$ cat src/rtl/keccak_pkg.sv
// Shared types and helpers for the keccak message packer.
// Lane 0 is the most significant byte of the word handed to the core.
package keccak_pkg;

    typedef enum logic [1:0] {
        ACCUM      = 2'd0,
        EMIT       = 2'd1,
        EMIT_LAST  = 2'd2,
        EMIT_EMPTY = 2'd3
    } pk_state_t;

    localparam int BYTE_W = 8;

    // Bit offset of the byte lane selected by idx; lane 0 sits at the top.
    function automatic int lane_off(input int bpw, input int idx);
        return BYTE_W * (bpw - 1 - idx);
    endfunction

endpackage

$ cat src/rtl/keccak_msg_packer.sv
// Packs a framed byte stream into BYTES_PER_WORD-wide words for the keccak core,
// always closing a message with a word that has is_last=1 (possibly empty).
module keccak_msg_packer
    import keccak_pkg::*;
#(
    parameter int BYTES_PER_WORD = 4,
    parameter int CNT_W          = 16,
    localparam int BN_W          = $clog2(BYTES_PER_WORD)
) (
    input  logic                          clk,
    input  logic                          reset,
    input  logic [7:0]                    s_data,
    input  logic                          s_valid,
    input  logic                          s_last,
    input  logic                          s_empty,
    output logic                          s_ready,
    output logic [8*BYTES_PER_WORD-1:0]   in,
    output logic                          in_ready,
    output logic                          is_last,
    output logic [BN_W-1:0]               byte_num,
    input  logic                          buffer_full,
    output logic [CNT_W-1:0]              msg_bytes,
    output logic                          msg_done
);

    localparam int WORD_W = BYTE_W * BYTES_PER_WORD;

    pk_state_t          state_q, state_d;
    logic [BN_W-1:0]    idx_q, idx_d;
    logic [WORD_W-1:0]  word_q, word_d;
    logic               pend_q, pend_d;
    logic               last_q, last_d;
    logic [BN_W-1:0]    bn_q, bn_d;
    logic [CNT_W-1:0]   cnt_q, cnt_d;
    logic               first_q, first_d;
    logic               done_q, done_d;
    logic               accept;
    logic               emitting;

    // s_ready is forced low while reset is held, independent of state.
    assign s_ready  = reset && (state_q == ACCUM);
    assign accept   = s_valid && s_ready;
    assign emitting = (state_q != ACCUM);
    assign in_ready = emitting && !buffer_full;

    assign in        = word_q;
    assign is_last   = last_q;
    assign byte_num  = bn_q;
    assign msg_bytes = cnt_q;
    assign msg_done  = done_q;

    always_ff @(posedge clk or negedge reset) begin
        if (!reset) begin
            state_q <= ACCUM;
            idx_q   <= '0;
            word_q  <= '0;
            pend_q  <= 1'b0;
            last_q  <= 1'b0;
            bn_q    <= '0;
            cnt_q   <= '0;
            first_q <= 1'b1;
            done_q  <= 1'b0;
        end else begin
            state_q <= state_d;
            idx_q   <= idx_d;
            word_q  <= word_d;
            pend_q  <= pend_d;
            last_q  <= last_d;
            bn_q    <= bn_d;
            cnt_q   <= cnt_d;
            first_q <= first_d;
            done_q  <= done_d;
        end
    end

    always_comb begin
        state_d = state_q;
        idx_d   = idx_q;
        word_d  = word_q;
        pend_d  = pend_q;
        last_d  = last_q;
        bn_d    = bn_q;
        cnt_d   = cnt_q;
        first_d = first_q;
        done_d  = 1'b0;

        case (state_q)
            ACCUM: begin
                if (accept) begin
                    if (s_last && s_empty) begin
                        // Empty close: no byte written; a mid-word s_empty closes the partial word.
                        last_d = 1'b1;
                        if (idx_q == '0) begin
                            state_d = EMIT_EMPTY;
                            bn_d    = '0;
                            if (first_q) cnt_d = '0;
                        end else begin
                            state_d = EMIT_LAST;
                            bn_d    = idx_q;
                        end
                    end else begin
                        word_d[lane_off(BYTES_PER_WORD, int'(idx_q)) +: BYTE_W] = s_data;
                        idx_d   = idx_q + BN_W'(1);
                        first_d = 1'b0;
                        if (first_q)      cnt_d = CNT_W'(1);
                        else if (!(&cnt_q)) cnt_d = cnt_q + CNT_W'(1);
                        if (idx_q == BN_W'(BYTES_PER_WORD - 1)) begin
                            state_d = EMIT;
                            pend_d  = s_last;
                            last_d  = 1'b0;
                            bn_d    = '0;
                        end else if (s_last) begin
                            state_d = EMIT_LAST;
                            last_d  = 1'b1;
                            bn_d    = idx_q + BN_W'(1);
                        end
                    end
                end
            end

            EMIT: begin
                if (!buffer_full) begin
                    word_d = '0;
                    idx_d  = '0;
                    pend_d = 1'b0;
                    if (pend_q) begin
                        // A full final word still needs the empty closing word.
                        state_d = EMIT_EMPTY;
                        last_d  = 1'b1;
                        bn_d    = '0;
                    end else begin
                        state_d = ACCUM;
                    end
                end
            end

            EMIT_LAST, EMIT_EMPTY: begin
                if (!buffer_full) begin
                    state_d = ACCUM;
                    word_d  = '0;
                    idx_d   = '0;
                    last_d  = 1'b0;
                    bn_d    = '0;
                    first_d = 1'b1;
                    done_d  = 1'b1;
                end
            end

            default: state_d = ACCUM;
        endcase
    end

endmodule

$ cat config.mk
export PLATFORM = sky130hd
export DESIGN_NAME = keccak_msg_packer
export DESIGN_NICKNAME = d
export VERILOG_FILES = /design/src/rtl/keccak_pkg.sv /design/src/rtl/keccak_msg_packer.sv
export SDC_FILE = /design/constraint.sdc
export NUM_CORES = 1
export LEC_CHECK = 0
export CAP_MARGIN = 20
export CORE_MARGIN = 5
export CORE_UTILIZATION = 45
export CTS_BUF_LIST = sky130_fd_sc_hd__clkbuf_4 sky130_fd_sc_hd__clkbuf_8
export DETAILED_ROUTE_END_ITERATION = 10
export PLACE_DENSITY = 0.71
export SLEW_MARGIN = 20
export SYNTH_ARGS = -nofsm -noshare
export SYNTH_HDL_FRONTEND = slang
export SYNTH_SLANG_ARGS = --single-unit
$ cat constraint.sdc
create_clock -name clk -period 2.4 [get_ports clk]
set_input_delay 0.36 -clock clk [delete_from_list [all_inputs] [get_ports clk]]
set_output_delay 0.36 -clock clk [all_outputs]
set_load 0.005 [all_outputs]
==> impl_metrics.env, run 1 <==
export IMPL_core_um2=6756
export IMPL_dp_final_hpwl_um=5598
export IMPL_seq_area_frac_synth_pct=46.83
export IMPL_critical_path_class="input pin to output pin"
export IMPL_vias=2669
export IMPL_cts_made_buffers=9
export IMPL_start_util_pct=45.91
export IMPL_fmax_mhz=451.7
export IMPL_num_io_pins=68
export IMPL_cts_tree="done"
export IMPL_post_route_util_pct=59.17
export IMPL_syn_cell_area_um2=3102
export IMPL_detail_route_antenna_nets=0
export IMPL_ys_ff_latch=58
export IMPL_fill_cells=596
export IMPL_worst_slew_pin_slew_ns=0.5140
export IMPL_drtIter0Drc=97
export IMPL_postSynthCellCount=320
export IMPL_cp_required_ns=2.04
export IMPL_crit_chain="dlygate4sd3_1 -> buf_2 -> inv_1 -> nor2_1 -> clkdlybuf4s50_1"
export IMPL_finalMaxSlewViolations=0
export IMPL_cpMaxStageDelayCell="dlygate4sd3_1"
export IMPL_setup_viol=0
export IMPL_wirelength_um=7699
export IMPL_grt_pass1_vias=2672
export IMPL_whs_ns=0.4411
export IMPL_grtUsageTotal_pct=18.94
export IMPL_cts_buffer_depth=2
export IMPL_ys_warn_count=0
export IMPL_skew_ns=0.009404
export IMPL_grt_pass1_wl_um=13170
export IMPL_synth_area_per_cell_um2=9.693
export IMPL_start_kind="input pin"
export IMPL_clk_latency_ns=0.33
export IMPL_die_x_um=93.02
export IMPL_peakVddDrop_v=0.0004130
export IMPL_p_leak_uw=0.001610
export IMPL_status="finished clean"
export IMPL_cp_max_fo=11
export IMPL_layout_nets=410
export IMPL_relSlewSlack_pct=65.73
export IMPL_antenna_found_initial=0
export IMPL_end_kind="output pin"
export IMPL_path_delay_family="buffers and inverters"
export IMPL_wl_per_cell_um=16.21
export IMPL_portBuffers=67
export IMPL_cts_root_buf="clkbuf_8"
export IMPL_synth_nets=340
export IMPL_cts_sinks=58
export IMPL_hp_class="input pin to asynchronous set/reset pin"
export IMPL_r2r_start="idx_q[0]$_DFFE_PN0P_"
export IMPL_rsz0062_at_grt="false"
export IMPL_ys_types=53
export IMPL_maxCapViolCount=0
export IMPL_period_share_pct=92.24
export IMPL_path_clk_slew_ns=0.07
export IMPL_drive_above_1_share_pct=11.90
export IMPL_slowest_delay_ns=0.52
export IMPL_ys_flop_type="dfrtp_1"
export IMPL_async_reset_ff_share_pct=100.0
export IMPL_dr_pass1_iters=4
export IMPL_area_delta_synth_final_pct=28.88
export IMPL_synth_edf_count=0
export IMPL_antenna_cells=0
export IMPL_drc_errors=0
export IMPL_powerDensity_nw_per_um2=829.6
export IMPL_h_tree_depth=3
export IMPL_cp_startpoint="reset"
export IMPL_min_period_ns=2.214
export IMPL_p_total_uw=3316
export IMPL_die_area_um2=8653
export IMPL_grt_overflow=0
export IMPL_crit_buf_inv=4
export IMPL_grt_max_degree=42
export IMPL_dpl_cell_area_um2=3810
export IMPL_via_per_inst=5.619
export IMPL_timing_hold_violations_final=0
export IMPL_finalSetupTns_ns=0
export IMPL_die_y_um=93.02
export IMPL_gp_congestion=0.8410
export IMPL_row_count=30
export IMPL_arrival_ns=1.85
export IMPL_final_area_um2=3998
layout by cell type (no fill, tap or decap), drive strengths merged, types with 5 or more instances in the layout:
master / count
o21ai: 38
ha: 6
nor2b: 5
dfrtp: 57
o31ai: 23
nand4: 5
and4: 8
nand2: 76
clkbuf: 11
a21oi: 7
nor3: 5
inv: 7
buf: 10
nand3: 9
nor2: 10
a31oi: 11
clkdlybuf4s50: 66
layer usage:
metal / global-route usage [%] / share of wire, %
met5: 0 / 0
met2: 28.67 / 44
met1: 26.92 / 48
met4: 6.593 / 2.0
met3: 4.023 / 5.7
Yosys cell counts, drive strengths merged (4+ instances only):
master  number  share of area [%]
a31oi       11                4.2
nand2       76                9.3
nand3        9                1.5
ha           6                2.4
o21ai       38                6.9
o31ai       23                5.6
a21oi        7                1.5
and4         8                2.3
clkbuf       4               0.48
nor2        10                1.5
nor3         5                1.3
nand4        5                1.0
nor2b        5                1.0
inv          7                1.0
dfrtp       57                 46
buf         14                3.5
cell type report:
class                   count  area, um^2  share of cell area (%)
flip-flops and latches     58        1453                   36.34
clock buffers              11       145.1                   3.631
well taps                  80       100.1                   2.504
multi-input cells         237        1495                   37.40
repair buffers             77       743.2                   18.59
inverters                   7       31.28                  0.7825
clock inverters             5       30.03                  0.7512
power by group:
part           switching [uW]  leakage (uW)  internal (uW)  total (uW)
Clock                     401     0.0000885            409         810
Sequential                150      0.000789           1130        1280
Combinational             665      0.000733            557        1220
Total                    1220       0.00161           2100        3320
flip-flops by register name, indices dropped and copies added (netlist names):
register / count
msg_bytes: 16
first_q: 1
is_last: 1
msg_done: 1
in: 32
idx_q: 2
byte_num: 2
pend_q: 1
state_q: 2
path summary, 6_finish.rpt:
| path | end | slack (ns) | depth (start not counted) |
|---|---|---|---|
| max | s_ready | 0.19 | 5 |
| min | msg_bytes[0]$_DFFE_PN0P_ | 0.44 | 2 |
| max reg2reg | in[22]$_DFFE_PN0P_ | 0.34 | 6 |
| min reg2reg | in[29]$_DFFE_PN0P_ | 0.48 | 2 |
| max in group asynchronous | in[6]$_DFFE_PN0P_ | 1.15 | 3 |
| min in group clk | in[29]$_DFFE_PN0P_ | 0.48 | 2 |
stage by stage:
step,instances,worst slack (ns)
floorplan,320,0.6814
global placement,458,0.2652
detailed placement,458,0.2532
CTS,475,0.05670
global route,475,0.06019
finish,475,0.1863
logic make-up (layout without fill, tap and decap cells):
| logic type | after synthesis | count (layout) | synth area share, % |
|---|---|---|---|
| buf+inv | 25 | 100 | 5.042 |
| mux | 2 | 2 | 0.6454 |
| fa+ha+maj | 6 | 6 | 2.420 |
| compound gates | 96 | 96 | 22.71 |
| simple gates | 133 | 133 | 22.35 |
| flops | 58 | 58 | 46.83 |
what timing repair did:
item,CTS,global route
endpoints found under the setup margin,0,1
buffers inserted,0,0
hold endpoints to repair,5,0
gates resized for setup,0,1
hold buffers,1,0
No activity file was read; power rests on OpenSTA's default activity.
==> inputs of run 2 (changes only) <==
--- a/config.mk
+++ b/config.mk
@@ -8,9 +8,10 @@
 export CAP_MARGIN = 20
 export CORE_MARGIN = 5
 export CORE_UTILIZATION = 45
-export CTS_BUF_LIST = sky130_fd_sc_hd__clkbuf_4 sky130_fd_sc_hd__clkbuf_8
+export CTS_BUF_LIST = sky130_fd_sc_hd__clkbuf_8
 export DETAILED_ROUTE_END_ITERATION = 10
 export PLACE_DENSITY = 0.71
+export RECOVER_POWER = 25
 export SLEW_MARGIN = 20
 export SYNTH_ARGS = -nofsm -noshare
 export SYNTH_HDL_FRONTEND = slang
==> run 2 against run 1 <==
  * Clock skew about the same
  * Utilization decreased by 0.20 points
  * Worst setup slack improved by 0.0044 ns
  * Final area decreased by 0.34%
  * Via count increased by 0.45%
  * Routed wire length decreased by 0.27%
  * First-iteration DRC count unchanged
  * Flip-flop and latch count unchanged
  * Final cell count unchanged
  * Hold slack got worse by 0.0022 ns
  * Combinational power about the same
  * Sequential power about the same
==> impl_metrics.env, run 2 (synthesis gave the netlist of run 1 again) <==
export IMPL_min_period_ns=2.209
export IMPL_period_share_pct=92.05
export IMPL_via_per_inst=5.644
export IMPL_grtUsageTotal_pct=18.94
export IMPL_hp_class="input pin to asynchronous set/reset pin"
export IMPL_cp_startpoint="reset"
export IMPL_path_clk_slew_ns=0.07
export IMPL_vias=2681
export IMPL_dp_final_hpwl_um=5598
export IMPL_worstReg2RegEnd="in[22]$_DFFE_PN0P_"
export IMPL_die_area_um2=8653
export IMPL_drtIter0Drc=97
export IMPL_dpl_worst_slack_ns=0.2532
export IMPL_setup_ws_ns=0.1907
export IMPL_r2r_setup_slack_ns=0.34
export IMPL_h_tree_depth=3
export IMPL_skew_ns=0.009063
export IMPL_start_kind="input pin"
export IMPL_relSlewSlack_pct=32.79
export IMPL_powerDensity_nw_per_um2=826.4
export IMPL_worst_slew_pin_slew_ns=1.008
export IMPL_critical_path_class="input pin to output pin"
export IMPL_row_count=30
export IMPL_portBuffers=67
export IMPL_slowest_delay_ns=0.52
export IMPL_rsz0062_at_grt="false"
export IMPL_drive_above_1_share_pct=11.14
export IMPL_wirelength_um=7678
export IMPL_status="finished clean"
export IMPL_worstRegToRegCells=6
export IMPL_finalMaxSlewViolations=0
export IMPL_drc_errors=0
export IMPL_peakVddDrop_v=0.0004130
export IMPL_cts_buffer_depth=2
export IMPL_maxCapViolCount=0
export IMPL_finalSetupTns_ns=0
export IMPL_cts_sinks=58
export IMPL_layout_commonest_cell="nand2_1"
export IMPL_cpMaxStageDelayCell="dlygate4sd3_1"
export IMPL_antenna_cells=0
export IMPL_die_x_um=93.02
export IMPL_crit_chain="dlygate4sd3_1 -> buf_2 -> inv_1 -> nor2_1 -> clkdlybuf4s50_1"
export IMPL_p_leak_uw=0.001603
export IMPL_layout_nets=410
export IMPL_start_util_pct=45.91
export IMPL_dr_pass1_iters=4
export IMPL_detail_route_antenna_nets=0
export IMPL_layout_common_cells="nand2_1, clkdlybuf4s50_1, dfrtp_1, o31ai_1, o21ai_0"
export IMPL_cp_required_ns=2.04
export IMPL_setup_viol=0
export IMPL_die_y_um=93.02
export IMPL_clk_latency_ns=0.33
export IMPL_end_kind="output pin"
export IMPL_gp_congestion=0.8410
export IMPL_arrival_ns=1.85
export IMPL_timing_hold_violations_final=0
export IMPL_grt_pass1_vias=2672
export IMPL_num_io_pins=68
export IMPL_largest_reg_flops=32
export IMPL_path_delay_family="buffers and inverters"
export IMPL_cts_made_buffers=9
export IMPL_grt_pass1_wl_um=13170
export IMPL_antenna_found_initial=0
export IMPL_core_um2=6756
export IMPL_cts_root_buf="clkbuf_8"
export IMPL_cts_setup_buffers=0
export IMPL_wl_per_cell_um=16.16
export IMPL_cp_max_fo=11
export IMPL_fmax_mhz=452.6
export IMPL_cts_tree="done"
export IMPL_r2r_start="idx_q[0]$_DFFE_PN0P_"
export IMPL_crit_buf_inv=4
export IMPL_fill_cells=598
export IMPL_area_delta_synth_final_pct=28.44
export IMPL_grt_max_degree=42
export IMPL_grt_overflow=0
## run 2: where the power goes
part | switching (uW) | internal, uW | total (uW)
clock network | 402 | 393 | 795
logic | 665 | 548 | 1210
registers | 150 | 1130 | 1280
## run 2: worst reg2reg max path, stage by stage, from the launching register on
cell	delay, ns
dfrtp_1	0.51
inv_1	0.18
ha_1	0.50
nand3_1	0.14
nor3_2	0.39
nand2_1	0.10
o21ai_0	0.16
## run 2: worst max path at each step
stage                                           end  slack [ns]  cells after the start
after CTS                                  in_ready        0.06                      4
after floorplan                  in[16]$_DFFE_PN0P_        0.68                      6
after global routing                        s_ready        0.06                      5
after global placement    msg_bytes[15]$_DFFE_PN0P_        0.27                      5
final                                       s_ready        0.19                      5
after detailed placement  msg_bytes[15]$_DFFE_PN0P_        0.25                      5
## run 2: layout make-up
cell class / count / area (um^2) / share of cell area, %
Multi-Input combinational cell: 237 / 1495 / 37.53
Sequential cell: 58 / 1453 / 36.46
Timing Repair Buffer: 77 / 733.2 / 18.40
Clock buffer: 10 / 137.6 / 3.455
Tap cell: 80 / 100.1 / 2.513
Clock inverter: 6 / 33.78 / 0.8480
Inverter: 7 / 31.28 / 0.7852
## run 2: per-layer routing
layer | part of all wire (%) | global-route usage, % | wire length (um)
met5 | 0 | 0 | 0
met4 | 1.8 | 6.593 | 142
met3 | 6.0 | 4.023 | 463
met2 | 44 | 28.67 | 3402
met1 | 48 | 26.92 | 3669
## run 2: timing repair
action                                  CTS  global route
hold buffers                              1             0
endpoints found under the setup margin    0             1
hold endpoints to repair                  5             0
resized for setup                         0             1
## run 2: per-stage QoR
stage | area (um^2) | util [%] | total power [uW] | hold slack (ns) | instances
finish | 3984 | 58.96 | 3292 | 0.4390 | 475
global route | 3984 | 58.96 | 3506 | 0.4562 | 475
CTS | 3991 | 59.07 | 3316 | 0.4358 | 475
detailed placement | 3810 | 56.39 | 2515 | 0.2584 | 458
global placement | 3810 | 56.39 | 2495 | 0.2536 | 458
floorplan | 3102 | - | 2095 | 0.06441 | 320
==> inputs of run 3 (changes only) <==
--- a/config.mk
+++ b/config.mk
@@ -6,7 +6,7 @@
 export NUM_CORES = 1
 export LEC_CHECK = 0
 export CAP_MARGIN = 20
-export CORE_MARGIN = 5
+export CORE_MARGIN = 10
 export CORE_UTILIZATION = 45
 export CTS_BUF_LIST = sky130_fd_sc_hd__clkbuf_8
 export DETAILED_ROUTE_END_ITERATION = 10
==> run 3 against run 2 <==
  * Global-route usage down 3.1 points
  * Non-clock buffer count down 2
  * Maximum frequency up 0.98%
  * Worst setup slack better by 0.021 ns
  * Critical path type is now flip-flop to output pin
  * Largest cell class unchanged
  * Highest routed layer unchanged
==> impl_metrics.env, run 3 (synthesis gave the netlist of run 1 again) <==
export IMPL_setup_viol=0
export IMPL_crit_buf_inv=2
export IMPL_finalMaxSlewViolations=0
export IMPL_rsz0062_at_grt="false"
export IMPL_fmax_mhz=457.1
export IMPL_layout_commonest_cell="nand2_1"
export IMPL_antenna_cells=0
export IMPL_whs_ns=0.2201
export IMPL_grt_pass1_wl_um=13210
export IMPL_end_kind="output pin"
export IMPL_finalSetupTns_ns=0
export IMPL_use_met1_pct=20.41
export IMPL_cts_resized=0
export IMPL_critical_path_cell_count=4
export IMPL_grt_pass1_vias=2589
export IMPL_via_per_inst=5.564
export IMPL_cp_max_fo=8
export IMPL_drc_errors=0
export IMPL_cts_root_buf="clkbuf_8"
export IMPL_period_share_pct=91.16
export IMPL_timing_hold_violations_final=0
export IMPL_area_delta_synth_final_pct=29.49
export IMPL_critPathCapture="in_ready"
export IMPL_dp_cells=457
export IMPL_wl_per_cell_um=17.09
export IMPL_portBuffers=67
export IMPL_dpl_cell_area_um2=3802
export IMPL_hp_class="input pin to asynchronous set/reset pin"
export IMPL_start_util_pct=45.91
export IMPL_vias=2632
export IMPL_cpMaxStageDelayCell="clkdlybuf4s50_1"
export IMPL_detail_route_antenna_nets=0
export IMPL_layout_common_cells="nand2_1, clkdlybuf4s50_1, dfrtp_1, o31ai_1, o21ai_0"
export IMPL_cp_startpoint="state_q[0]$_DFFE_PN0P_"
export IMPL_start_kind="flip-flop"
export IMPL_fin_cells=473
export IMPL_cts_tree="done"
export IMPL_die_area_um2=10610
export IMPL_drtIter0Drc=115
export IMPL_cp_required_ns=2.04
export IMPL_final_area_um2=4016
export IMPL_die_x_um=103.0
export IMPL_p_leak_uw=0.001619
export IMPL_grt_overflow=0
export IMPL_num_io_pins=68
export IMPL_r2r_setup_slack_ns=0.31
export IMPL_row_count=30
export IMPL_clk_latency_ns=0.35
export IMPL_layout_nets=408
export IMPL_crit_chain="or2_4 -> nand2b_4 -> inv_6 -> clkdlybuf4s50_1"
export IMPL_arrival_ns=1.83
export IMPL_cts_sinks=58
export IMPL_grt_util_met3_pct=6.032
export IMPL_antenna_found_initial=0
export IMPL_status="finished clean"
export IMPL_dr_pass1_iters=5
export IMPL_core_um2=6756
export IMPL_largest_reg_flops=32
export IMPL_h_tree_depth=3
export IMPL_dp_final_hpwl_um=5919
export IMPL_cts_setup_buffers=0
export IMPL_path_delay_family="buffers and inverters"
export IMPL_grt_max_degree=52
export IMPL_critical_path_class="flip-flop to output pin"
export IMPL_wirelength_um=8083
export IMPL_setup_ws_ns=0.2121
export IMPL_peakVddDrop_v=0.0004939
export IMPL_cts_buffer_depth=2
export IMPL_grt_most_used_layer="met2"
export IMPL_gp_congestion=0.8376
export IMPL_die_y_um=103.0
export IMPL_slowest_delay_ns=0.53
export IMPL_dpl_worst_slack_ns=0.2244
export IMPL_min_period_ns=2.188
export IMPL_relSlewSlack_pct=15.51
export IMPL_hold_buffers=0
export IMPL_worstRegToRegCells=6
export IMPL_grtUsageTotal_pct=15.87
export IMPL_worstReg2RegEnd="in[18]$_DFFE_PN0P_"
export IMPL_worst_slew_pin_slew_ns=1.267
export IMPL_cts_made_buffers=9
export IMPL_use_met2_pct=23.55
export IMPL_r2r_start="idx_q[0]$_DFFE_PN0P_"
export IMPL_powerDensity_nw_per_um2=876.3
export IMPL_skew_ns=0.007127
export IMPL_maxCapViolCount=0
export IMPL_path_clk_slew_ns=0.07
export IMPL_drive_above_1_share_pct=10.94
## run 3: final cells by class
cell class	count	area [um^2]
clock buffers	10	137.6
well taps	80	100.1
flip-flops and latches	58	1453
clock inverters	6	81.33
multi-input cells	237	1495
repair buffers	75	718.2
fillers	598	2740
inverters	7	31.28
## run 3: worst min path at each step
stage | end | startpoint | slack (ns) | cells after the start
2_1_floorplan | byte_num[0]$_DFFE_PN0P_ | reset | 0.06 | 0
3_3_place_gp | state_q[1]$_DFFE_PN0P_ | reset | 0.40 | 2
3_5_place_dp | state_q[1]$_DFFE_PN0P_ | reset | 0.39 | 2
4_1_cts | msg_bytes[0]$_DFFE_PN0P_ | reset | 0.02 | 2
5_1_grt | msg_done$_DFF_PN0_ | reset | 0.27 | 2
6_report | msg_done$_DFF_PN0_ | reset | 0.22 | 2
## run 3: per-stage QoR
stage	utilization (%)	total power, uW
2_1_floorplan	-	2095
3_3_place_gp	56.28	2508
3_5_place_dp	56.28	2526
4_1_cts	59.52	3541
5_1_grt	59.44	3737
6_report	59.44	3519
## run 3: per-layer routing
layer  vias to the layer above  routed length, um
li1                       1304                  -
met1                      1240               3690
met2                        79               3617
met3                         9                679
met4                         0                 95
met5                         -                  0
## run 3: where the power goes
part           internal (uW)  switching (uW)
Clock                    605             406
Sequential              1130             154
Combinational            555             665
==> patch 1: new RTL, flow settings as in run 1 <==
Make the reset (`reset`) synchronous in one clocked block.
--- a/src/rtl/keccak_msg_packer.sv
+++ b/src/rtl/keccak_msg_packer.sv
@@ -49,7 +49,7 @@
     assign msg_bytes = cnt_q;
     assign msg_done  = done_q;
 
-    always_ff @(posedge clk or negedge reset) begin
+    always_ff @(posedge clk) begin
         if (!reset) begin
             state_q <= ACCUM;
             idx_q   <= '0;
Behaviour: differs if reset is asserted again (counterexample within 4 cycles, from zero or initial values and one cycle with reset low); with reset held inactive, the same outputs for 4 cycles.
==> patch 1 against run 1 <==
  * Synthesized area is 12% lower
  * Non-clock buffer count is 4 higher
  * Highest routed layer unchanged
  * Die area fell by 11%
  * Via count grew 2.9%
  * Wire length is 0.65% lower
  * Global-route usage up 2.0 points
  * Setup slack worse by 41 ps
  * Cell area fell by 6.8%
  * Largest cell class unchanged
  * Sequential cell count is the same
Power is not compared: it rests on default switching activity, and its combinational part moved more than twofold at a synthesized area within 25%.
==> patch 1: results (changes against run 1) <==
Hold Path Depth - 2
first-pass GRT wire length - 12800 um (was 13200 um)
vias per inst - 5.55 (was 5.62)
Max IR drop VDD - 0.403 mV
DRT iter0 DRCs - 159 (was 97)
NetSw - 0.000572 W
r2r worst-path depth - 5 (was 6)
max FFs per register - 32 (unchanged)
r2r setup slk - 410 ps (was 340 ps)
reg2reg start - msg_bytes[6]$_SDFFE_PN0P_ (was idx_q[0]$_DFFE_PN0P_)
clock skew - 9.76 ps (was 9.40 ps)
static leakage - 1.28 nW
placed cell areas - 3500 um2 (was 3810 um2)
slowest CP cell - clkdlybuf4s50_1 (was dlygate4sd3_1)
post-synthesis cell type count - 47 (was 53)
sequential area share after synthesis - 42.6% (was 46.8%)
Reg power frac - 43.8%
critical path fanouts, max - 13 (was 11)
worst relative slew slack - 57.0% (was 65.7%)
DP HPWL - 5420 um (was 5600 um)
vias in the first global route - 2654 (was 2672)
DRT Pass-1 Iters - 4 (unchanged)
crit path capture - in_ready (was s_ready)
deepest clock path buffer count - 2 (unchanged)
RR Endpoint - msg_bytes[15]$_SDFFE_PN0P_ (was in[22]$_DFFE_PN0P_)
type of the most critical hold path - reg2reg (was in2async)
main area contributors after synthesis - dfxtp_1 43%, a21oi_1 9.7%, nand3_1 7.9%, nand2_1 6.6%, nor2_1 3.2% (was dfrtp_1 46%, nand2_1 9.1%, o31ai_1 5.6%, o21ai_0 3.4%, a31oi_4 2.7%)
Worst path max stage delay - 580 ps (was 520 ps)
Async S/R FF share, synth - 0% (was 100%)
Final Wtd Congestion - 0.875 (was 0.841)
worst path arrival time - 1900 ps (was 1850 ps)
Final Max Slew Viols - 0 (unchanged)
crit path from - state_q[0]$_SDFFE_PN0P_ (was reset)
syn_nets - 358 (was 340)
most used flip-flop cell after synthesis - dfxtp_1 (was dfrtp_1)
WL/cell - 15.5 um (was 16.2 um)
layout cells sized above 1 - 11.4% (was 11.9%)
GRT Util Overall - 21.0% (was 18.9%)
Hold EP - in[3]$_SDFFE_PN0P_
status - finished, final reports clean (unchanged)
final net count - 435 (was 410)
largest net degree at the start of global routing - 51 (was 42)
Post-synth top cells - 58 x dfxtp_1, 53 x a21oi_1, 48 x nand2_1, 43 x nand3_1, 23 x nor2_1 (was 75 x nand2_1, 57 x dfrtp_1, 23 x o31ai_1, 21 x o21ai_0, 13 x o21ai_1)
==> patch 1: cell types whose count changed in the layout (fill, tap and decap cells not counted), sizes merged, moves of 4 or more <==
cell	change
o31ai	-21
or4	+6
o211ai	+4
and4	-5
a31oi	-7
nand3	+34
o21ai	-23
dfxtp	+58
buf	+4
nand2	-27
dfrtp	-57
a21oi	+51
nor2	+14
==> patch 1: worst reg2reg max path, stage by stage, from the launching register on <==
cell and delay (ps):
dfxtp_1 430, nand3_1 210, or4_4 630, o21bai_4 350, o21ai_0 150, a21oi_1 170
==> patch 1: through the flow <==
step | hold slack, ps | setup slack [ps] | std cells
final | 453 | 145 | 495
after global placement | 438 | 178 | 479
after floorplan | 448 | 463 | 338
after CTS | 458 | 143 | 495
after detailed placement | 447 | 144 | 479
after global routing | 479 | 22.5 | 495
==> patch 1: layer usage <==
layer | track usage [%] | vias up | part of all wire [%]
met4 | 9.48 | 0 | 1.1
met1 | 29.1 | 1287 | 46
met3 | 3.29 | 9 | 5.4
met2 | 32.0 | 81 | 47
met5 | 0 | - | 0
li1 | - | 1370 | -
==> patch 1: layout make-up <==
type,count,area (um2)
clock buffers,11,145
clock inverters,5,77.6
fillers,530,2160
inverters,7,26.3
multi-input cells,258,1450
flip-flops and latches,58,1160
well taps,75,93.8
repair buffers,81,776
==> patch 1: cells by family after synthesis <==
| kind of cell | after synthesis | synth area share (%) |
|---|---|---|
| simple gates | 155 | 28.7 |
| flops | 58 | 42.6 |
| buf+inv | 22 | 4.27 |
| compound gates | 94 | 20.4 |
| mux | 3 | 1.19 |
| fa+ha+maj | 6 | 2.76 |
==> patch 2: new RTL, config.mk and constraints of run 1 <==
Made on the original files. Change the parameter `BYTES_PER_WORD` from 4 to 2.
--- a/src/rtl/keccak_msg_packer.sv
+++ b/src/rtl/keccak_msg_packer.sv
@@ -3,7 +3,7 @@
 module keccak_msg_packer
     import keccak_pkg::*;
 #(
-    parameter int BYTES_PER_WORD = 4,
+    parameter int BYTES_PER_WORD = 2,
     parameter int CNT_W          = 16,
     localparam int BN_W          = $clog2(BYTES_PER_WORD)
 ) (
Interface: changed (resized byte_num and in); port bits go from 68 to 51. No check against the original RTL was run, so the function may have changed too.
==> patch 2 against run 1 <==
  * Sequential cell count decreased by 18
  * Count of clock-buffer cells in the layout decreased by 6
  * Synthesized area decreased by 32%
  * Non-clock buffer count decreased by 13
  * Highest routed layer unchanged
  * Setup slack got worse by 26 ps
  * Total power decreased by 12%
  * Sequential power decreased by 9%
  * Cell area decreased by 29%
  * Wire length decreased by 30%
==> patch 2: results (changes against run 1) <==
Final Wtd Congestion - 0.837 (was 0.841)
status - finished, final reports clean (unchanged)
met1 Resource Use GR - 26.9% (about the same)
first-pass GRT wire length - 9250 um (was 13200 um)
placed cell areas - 2730 um2 (was 3810 um2)
vias in the first global route - 1904 (was 2672)
initial antenna violation count - 0 (unchanged)
clock skew - 6.12 ps (was 9.40 ps)
Synth Area in Compound Gates - 19.0% (was 22.7%)
final wirelength - 5360 um (was 7700 um)
post-synthesis cell type count - 45 (was 53)
Skew-Pair Late Insertion Delay - 290 ps (was 330 ps)
most used flip-flop cell after synthesis - dfrtp_1 (unchanged)
global-route met3 utilization - 3.67% (was 4.02%)
DP HPWL - 3890 um (was 5600 um)
reg2reg start - msg_bytes[1]$_DFFE_PN0P_ (was idx_q[0]$_DFFE_PN0P_)
Vias - 2006 (was 2669)
Async S/R FF share, synth - 100% (unchanged)
critical path fanouts, max - 9 (was 11)
static leakage - 1.16 nW (was 1.61 nW)
GRT Util Overall - 18.7% (was 18.9%)
worst path arrival time - 1880 ps (was 1850 ps)
multiplexer area fraction after synthesis - 0.474% (was 0.645%)
hold slack - 456 ps (was 441 ps)
main area contributors after synthesis - dfrtp_1 46%, nand2_1 8.2%, o211ai_1 3.2%, inv_1 3.0%, o21ai_0 2.8% (was dfrtp_1 46%, nand2_1 9.1%, o31ai_1 5.6%, o21ai_0 3.4%, a31oi_4 2.7%)
syn_nets - 259 (was 340)
M1 WL - 2580 um (was 3710 um)
Buffers on Ports - 50 (was 67)
largest net degree at the start of global routing - 35 (was 42)
DRT Pass-1 Iters - 4 (unchanged)
Met3 Wirelength - 236 um (was 437 um)
placed cells - 348 (was 458)
deepest clock path buffer count - 2 (unchanged)
type of the most critical hold path - in2async (unchanged)
pre-CTS setup slack - 157 ps (was 253 ps)
Slew @ Worst Pin - 430 ps (was 514 ps)
Post-synth top cells - 46 x nand2_1, 39 x dfrtp_1, 17 x inv_1, 13 x nor2_1, 12 x o21ai_0 (was 75 x nand2_1, 57 x dfrtp_1, 23 x o31ai_1, 21 x o21ai_0, 13 x o21ai_1)
H-tree Lvls - 2 (was 3)
final net count - 319 (was 410)
Cells after Synth - 242 (was 320)
Max IR drop VDD - 0.488 mV (was 0.413 mV)
r2r setup slk - 320 ps (was 340 ps)
Synth Area in XOR/XNOR - 0% (unchanged)
CTS clock-pin slew for the worst setup and hold paths - 80 ps
max layer used - met4 (unchanged)
met2 Usage GRT - 28.6% (was 28.7%)
r2r worst-path depth - 5 (was 6)
Antenna diodes - 0 (unchanged)
RR Endpoint - msg_bytes[2]$_DFFE_PN0P_ (was in[22]$_DFFE_PN0P_)
Synth warnings - 0 (unchanged)
layout cells sized above 1 - 9.57% (was 11.9%)
sequential area share after synthesis - 47.4% (was 46.8%)
WL/cell - 15.0 um (was 16.2 um)
DR WL met2 - 2480 um (was 3400 um)
CTS buffer count - 5 (was 9)
DRT iter0 DRCs - 161 (was 97)
post-synthesis adder-cell area fraction - 1.78% (was 2.42%)
-- patch 2: cell count changes after synthesis, moves of 9 or more --
cell and delta:
nand2_1 -29, o211ai_1 +9, dfrtp_1 -18, inv_1 +11
o21ai_0 -9, o31ai_1 -22
-- patch 2: report_power, final --
group	leakage (nW)	total, W	internal (W)	switching, W
clock	0.0541	0.000551	0.000308	0.000244
sequential	0.514	0.00117	0.000915	0.000255
combinational	0.589	0.00121	0.000664	0.000543
total	1.16	0.00293	0.00189	0.00104
-- patch 2: timing repair --
item                      CTS  global route
resized for setup           0             0
hold buffers                1             0
hold endpoints to repair    5             0
buffers inserted            0             0
-- patch 2: how the worst max path moves through the flow --
stage | startpoint | to | slack (ps) | depth (start not counted)
2_1_floorplan | s_last | msg_bytes[10]$_DFFE_PN0P_ | 450 | 8
3_3_place_gp | s_last | msg_bytes[1]$_DFFE_PN0P_ | 200 | 8
5_1_grt | reset | s_ready | 60 | 4
4_1_cts | reset | s_ready | 130 | 4
6_report | reset | s_ready | 160 | 4
3_5_place_dp | s_last | msg_bytes[1]$_DFFE_PN0P_ | 160 | 8
-- patch 2: cell type report --
class / count / area, um2
Clock inverter: 3 / 42.5
Sequential cell: 40 / 1000
Fill cell: 410 / 1780
Clock buffer: 5 / 68.8
Multi-Input combinational cell: 173 / 996
Tap cell: 54 / 67.6
Timing Repair Buffer: 64 / 603
Inverter: 18 / 67.6
-- patch 2: cell families (layout without fill, tap and decap cells) --
logic type,after synthesis,in the layout
AO/OA/AOI/OAI,60,60
adder cells (fa/ha/maj),3,3
buffers and inverters,29,90
flip-flops,40,40
multiplexers,1,1
AND/OR/NAND/NOR,109,109
-- patch 2: worst max-delay path, cell delays in order --
cell and delay (ps):
dlygate4sd3_1 530, buf_2 240, nor3b_1 220, clkdlybuf4s50_1 530
